## src/rtl/tlb_core.sv

```systemverilog
// Fully associative TLB: two combinational search ports, one write port,
// one combinational read port and a free-running replacement index.
`timescale 1ns/1ps
module tlb_core #(
    parameter int TLBNUM = 16
) (
    input  logic        clk,
    input  logic        rst,

    input  logic [18:0] s0_vpn2,
    input  logic        s0_odd_page,
    input  logic [7:0]  s0_asid,
    output logic        s0_found,
    output logic [3:0]  s0_index,
    output logic [19:0] s0_pfn,
    output logic [2:0]  s0_c,
    output logic        s0_d,
    output logic        s0_v,

    input  logic [18:0] s1_vpn2,
    input  logic        s1_odd_page,
    input  logic [7:0]  s1_asid,
    output logic        s1_found,
    output logic [3:0]  s1_index,
    output logic [19:0] s1_pfn,
    output logic [2:0]  s1_c,
    output logic        s1_d,
    output logic        s1_v,

    input  logic        we,
    input  logic [3:0]  w_index,
    input  logic [18:0] w_vpn2,
    input  logic [7:0]  w_asid,
    input  logic        w_g,
    input  logic [19:0] w_pfn0,
    input  logic [2:0]  w_c0,
    input  logic        w_d0,
    input  logic        w_v0,
    input  logic [19:0] w_pfn1,
    input  logic [2:0]  w_c1,
    input  logic        w_d1,
    input  logic        w_v1,

    input  logic [3:0]  r_index,
    output logic [18:0] r_vpn2,
    output logic [7:0]  r_asid,
    output logic        r_g,
    output logic [19:0] r_pfn0,
    output logic [2:0]  r_c0,
    output logic        r_d0,
    output logic        r_v0,
    output logic [19:0] r_pfn1,
    output logic [2:0]  r_c1,
    output logic        r_d1,
    output logic        r_v1,

    output logic [3:0]  random
);

    logic [18:0] vpn2_q [TLBNUM];
    logic [7:0]  asid_q [TLBNUM];
    logic        g_q    [TLBNUM];
    logic [19:0] pfn0_q [TLBNUM];
    logic [2:0]  c0_q   [TLBNUM];
    logic        d0_q   [TLBNUM];
    logic        v0_q   [TLBNUM];
    logic [19:0] pfn1_q [TLBNUM];
    logic [2:0]  c1_q   [TLBNUM];
    logic        d1_q   [TLBNUM];
    logic        v1_q   [TLBNUM];

    logic [3:0]        random_q;
    logic [3:0]        random_d;
    logic [TLBNUM-1:0] hit0_s;
    logic [TLBNUM-1:0] hit1_s;
    logic [4:0]        sel0_s;
    logic [4:0]        sel1_s;

    // Lowest-numbered set bit wins; result is {found, index}.
    function automatic logic [4:0] first_hit(input logic [TLBNUM-1:0] hv);
        logic [4:0] res;
        res = 5'd0;
        for (int i = TLBNUM - 1; i >= 0; i--) begin
            if (hv[i]) begin
                res = {1'b1, 4'(i)};
            end
        end
        return res;
    endfunction

    // Entry storage; a write asserted during reset is lost because reset dominates.
    always_ff @(posedge clk or negedge rst) begin
        if (!rst) begin
            for (int i = 0; i < TLBNUM; i++) begin
                vpn2_q[i] <= 19'd0;
                asid_q[i] <= 8'd0;
                g_q[i]    <= 1'b0;
                pfn0_q[i] <= 20'd0;
                c0_q[i]   <= 3'd0;
                d0_q[i]   <= 1'b0;
                v0_q[i]   <= 1'b0;
                pfn1_q[i] <= 20'd0;
                c1_q[i]   <= 3'd0;
                d1_q[i]   <= 1'b0;
                v1_q[i]   <= 1'b0;
            end
        end else if (we) begin
            vpn2_q[w_index] <= w_vpn2;
            asid_q[w_index] <= w_asid;
            g_q[w_index]    <= w_g;
            pfn0_q[w_index] <= w_pfn0;
            c0_q[w_index]   <= w_c0;
            d0_q[w_index]   <= w_d0;
            v0_q[w_index]   <= w_v0;
            pfn1_q[w_index] <= w_pfn1;
            c1_q[w_index]   <= w_c1;
            d1_q[w_index]   <= w_d1;
            v1_q[w_index]   <= w_v1;
        end
    end

    // Replacement index next state: count down and wrap to the top entry.
    always_comb begin
        random_d = random_q;
        if (random_q == 4'd0) begin
            random_d = 4'(TLBNUM - 1);
        end else begin
            random_d = random_q - 4'd1;
        end
    end

    // Replacement index register.
    always_ff @(posedge clk or negedge rst) begin
        if (!rst) begin
            random_q <= 4'(TLBNUM - 1);
        end else begin
            random_q <= random_d;
        end
    end

    // Per-entry tag match for both search ports.
    always_comb begin
        hit0_s = '0;
        hit1_s = '0;
        for (int i = 0; i < TLBNUM; i++) begin
            hit0_s[i] = (vpn2_q[i] == s0_vpn2) && (g_q[i] || (asid_q[i] == s0_asid));
            hit1_s[i] = (vpn2_q[i] == s1_vpn2) && (g_q[i] || (asid_q[i] == s1_asid));
        end
    end

    assign sel0_s   = first_hit(hit0_s);
    assign sel1_s   = first_hit(hit1_s);
    assign s0_found = sel0_s[4];
    assign s0_index = sel0_s[3:0];
    assign s1_found = sel1_s[4];
    assign s1_index = sel1_s[3:0];

    // Search-0 page field select; all zero on a miss.
    always_comb begin
        s0_pfn = 20'd0;
        s0_c   = 3'd0;
        s0_d   = 1'b0;
        s0_v   = 1'b0;
        if (sel0_s[4]) begin
            if (s0_odd_page) begin
                s0_pfn = pfn1_q[sel0_s[3:0]];
                s0_c   = c1_q[sel0_s[3:0]];
                s0_d   = d1_q[sel0_s[3:0]];
                s0_v   = v1_q[sel0_s[3:0]];
            end else begin
                s0_pfn = pfn0_q[sel0_s[3:0]];
                s0_c   = c0_q[sel0_s[3:0]];
                s0_d   = d0_q[sel0_s[3:0]];
                s0_v   = v0_q[sel0_s[3:0]];
            end
        end else begin
            s0_pfn = 20'd0;
            s0_c   = 3'd0;
            s0_d   = 1'b0;
            s0_v   = 1'b0;
        end
    end

    // Search-1 page field select; all zero on a miss.
    always_comb begin
        s1_pfn = 20'd0;
        s1_c   = 3'd0;
        s1_d   = 1'b0;
        s1_v   = 1'b0;
        if (sel1_s[4]) begin
            if (s1_odd_page) begin
                s1_pfn = pfn1_q[sel1_s[3:0]];
                s1_c   = c1_q[sel1_s[3:0]];
                s1_d   = d1_q[sel1_s[3:0]];
                s1_v   = v1_q[sel1_s[3:0]];
            end else begin
                s1_pfn = pfn0_q[sel1_s[3:0]];
                s1_c   = c0_q[sel1_s[3:0]];
                s1_d   = d0_q[sel1_s[3:0]];
                s1_v   = v0_q[sel1_s[3:0]];
            end
        end else begin
            s1_pfn = 20'd0;
            s1_c   = 3'd0;
            s1_d   = 1'b0;
            s1_v   = 1'b0;
        end
    end

    assign r_vpn2 = vpn2_q[r_index];
    assign r_asid = asid_q[r_index];
    assign r_g    = g_q[r_index];
    assign r_pfn0 = pfn0_q[r_index];
    assign r_c0   = c0_q[r_index];
    assign r_d0   = d0_q[r_index];
    assign r_v0   = v0_q[r_index];
    assign r_pfn1 = pfn1_q[r_index];
    assign r_c1   = c1_q[r_index];
    assign r_d1   = d1_q[r_index];
    assign r_v1   = v1_q[r_index];
    assign random = random_q;

endmodule

```

## config.mk

```make
export PLATFORM = sky130hd
export DESIGN_NAME = tlb_core
export DESIGN_NICKNAME = d
export VERILOG_FILES = /design/src/rtl/tlb_core.sv
export SDC_FILE = /design/constraint.sdc
export NUM_CORES = 2
export LEC_CHECK = 0
export CORE_ASPECT_RATIO = 0.75
export CORE_MARGIN = 5
export CORE_UTILIZATION = 41
export DETAILED_ROUTE_END_ITERATION = 6
export PLACE_DENSITY = 0.6
export SETUP_SLACK_MARGIN = 0.4
export SLEW_MARGIN = 10
export SYNTH_ARGS = -nofsm -noshare
export SYNTH_HDL_FRONTEND = slang
export SYNTH_SLANG_ARGS = --single-unit
export TNS_END_PERCENT = 10
```

## constraint.sdc

```tcl
create_clock -name clk -period 14.75 [get_ports clk]
set_input_delay 2.95 -clock clk [delete_from_list [all_inputs] [get_ports clk]]
set_output_delay 2.95 -clock clk [all_outputs]
set_load 0.005 [all_outputs]
```

==> flow_summary_export.csv <==
group,metric,value,unit
status,status,"completed",
final_layout,post_layout_nonfiller_instances,9518,
floorplanning,die_area,0.2031,mm2
synth,ys_ff_latch,1252,
timing,tightest_slew,1.287,ns
worst_setup_path,start_kind,"input pin",
drt,drc,0,
cts,cts_buffer_depth,3,
drt,wl,348.4,mm
drt,drt-pass1-iter-count,6,
synth,syn_nets,6993,
synth,synth.distinct_cells,60,
timing,fin_tns_setup,0,ns
synth,synthArstFlopShare,100.0,%
timing,clock.fmax,75.33,MHz
final_layout,drive_above_1_share,31.45,%
placement,place_inst,9231,
timing,setup_viol,0,
drt,drt-wirelength-per-cell,36.60,um
synth,ys_seq_area_share,39.38,%
floorplanning,die_w,518.7,um
drt,initialDrtViolationCount,8601,
final_layout,utilization,46.44,%
floorplanning,num_io_pins,287,
worst_setup_path,path_max_fanout,19,
placement,dpl.hpwl,229.3,mm
placement,gp_congestion,1.034,
global_route,grt_usage,33.29,%
final_layout,register_area,0.03134,mm2
final_layout,multi_input_area,0.04533,mm2
worst_setup_path,required,11.80,ns
cts,cts_made_buffers,142,
global_route,grt_pass1_vias,62074,
cts,cts.reportedPaths.clkPinSlew,0.06,ns
job,maxCapViolations,0,
cts,cts.sinks,1252,
floorplanning,initial_utilization,41.11,%
cts,clockRootBuffer,"clkbuf_16",
global_route,grt_overflow,0,
drt,antenna_left,0,
cts,cts_hold_buf,0,
timing,skew,0.001608,ns
synth,synth_area,0.07957,mm2
floorplanning,fp.dieH,391.5,um
global_route,antenna_found_initial,46,
cts,clk_latency,0.80,ns
timing,hold_viol_final,0,
power,ir_drop,0.00009024,V
placement,port_buffers,286,
synth,yosysTopAreaCellShare,39.25,%
worst_hold_path,hold_class,"reg2reg",
synth,synth-edff-count,0,
floorplanning,rows,140,
timing,drv_slew,0,
timing,rsz0062_at_grt,"false",
synth,synthFlopType,"dfrtp_1",
drt,vias,64175,
synth,yosys_warnings,0,
drt,routed_via_density,6.742,
cts,post-cts-setup-buffer-count,0,
final_layout,fin_nets,6966,
synth,avgSynthCellArea,11.62,um2
synth,synth_top_cell_by_area,"dfrtp_1",
synth,synth.top_cells.by_count,"1,248 x dfrtp_1, 1,248 x mux2_2, 768 x xor2_1, 763 x nand2_1, 390 x mux4_2",
cts,h-tree-depth,4,
global_route,grt_pass1_wl,487.9,mm
worst_setup_path,end_kind,"output pin",
worst_setup_path,cp.arrival,10.32,ns
synth,netlist_instances,6846,
final_layout,area_growth,12.96,%
final_layout,n_fill_cell,17379,
cts,cts_resized,0,
power,p_per_area,138.8,mW/mm2
floorplanning,core,0.1936,mm2
timing,fin_crit_sh,89.99,%
power,p_leak,0.03682,uW
global_route,grt_max_degree,163,
worst_setup_path,critical_path_class,"in2out",
timing,maxSlewHeadroom,13.38,%
timing,min_period,13.27,ns
synth,synthTopCellsByArea,"dfrtp_1 39%, mux2_2 18%, mux4_2 11%, xor2_1 8.5%, mux2i_1 3.8%",
cts,cts_tree,"yes",
through the flow:
step | area (um2) | total power, uW | worst slack, ns | hold WS (ns)
floorplan | 79570 | 7067 | 5.694 | 0.4609
finish | 89890 | 12470 | 1.476 | 0.4869
CTS | 89820 | 12410 | 1.839 | 0.4872
detailed placement | 84680 | 8450 | 1.863 | 0.4830
global placement | 84660 | 8367 | 1.867 | 0.4687
global route | 89860 | 12920 | 1.536 | 0.5177
report_power, final:
part           leakage (uW)  internal (uW)  switching [uW]
sequential           0.0153           4230            1110
clock               0.00250           2300            1640
combinational        0.0190           1710            1470
total                0.0368           8250            4230
layout by cell type (no fill, tap or decap), types with 24 or more instances in the layout:
cell	synthesis	routed
a211oi_1	93	93
a21oi_1	148	148
a221oi_1	75	75
a22o_1	44	44
a31oi_1	61	61
a32oi_1	105	105
buf_12	0	26
buf_4	63	184
clkbuf_16	0	143
clkbuf_8	0	27
clkdlybuf4s50_1	0	277
dfrtp_1	1248	1248
diode_2	0	24
mux2_2	1248	1248
mux2i_1	305	305
mux4_2	390	390
nand2_1	763	758
nand3_1	136	136
nand4_1	31	31
nor2_1	78	66
nor3_1	52	48
nor4_1	274	270
o21ai_0	31	31
o22ai_1	71	71
o41ai_1	25	25
xnor2_1	96	96
xor2_1	768	768
per-layer routing:
layer / vias to the layer above / part of all wire, % / track usage [%] / wire length, um
li1: 25334 / - / - / -
met1: 33353 / 40 / 45.77 / 140600
met2: 4504 / 41 / 45.55 / 141500
met3: 960 / 14 / 13.61 / 47610
met4: 24 / 5.3 / 15.39 / 18390
met5: - / 0.091 / 0 / 316
layout make-up:
class | count | area share (%)
clock inverters | 70 | 1.228
clock buffers | 193 | 4.490
diodes | 24 | 0.06681
well taps | 2556 | 3.558
multi-input cells | 4918 | 50.43
inverters | 9 | 0.05150
repair buffers | 496 | 5.312
flip-flops and latches | 1252 | 34.86
worst paths after layout:
kind                                  from           to  slack (ns)  cells past startpoint
worst min-delay path             random[0]    random[0]        0.49                      1
worst min register to register   random[0]    random[0]        0.49                      1
worst max register to register   random[0]    random[2]       13.58                      4
worst max-delay path            s0_asid[7]         s0_d        1.48                     17
min in group asynchronous              rst  pfn1_q[226]        2.16                      1
max in group asynchronous              rst   vpn2_q[68]        9.54                      4
sequential cells by signal, indices dropped and copies added (netlist names), 48 cells and up:
name,flops
pfn0_q,320
c0_q,48
c1_q,48
pfn1_q,320
asid_q,128
vpn2_q,304
cell families (layout without fill, tap and decap cells):
kind of cell	count (synthesis)	in the layout	share of synthesized area [%]
flops	1252	1252	39.38
xor+xnor	864	864	9.510
compound gates	719	719	6.532
buf+inv	676	768	3.992
simple gates	1390	1390	8.019
other cells	0	24	0
fa+ha+maj	2	2	0.03144
mux	1943	1943	32.54
critical path, cell delays in order:
cell	delay (ns)
clkdlybuf4s50_1	1.13
xor2_1	0.32
nor4_1	0.11
a21oi_1	0.64
nor3_1	0.20
or2_2	0.50
nor3_1	0.43
nand2_1	0.19
a21oi_2	0.39
nand2_1	0.67
nor3_2	0.97
buf_4	0.65
a31oi_1	0.17
nand4_1	0.14
nor4_1	0.08
buf_4	0.18
clkdlybuf4s50_1	0.56
Power figures use the tool's default switching activity.
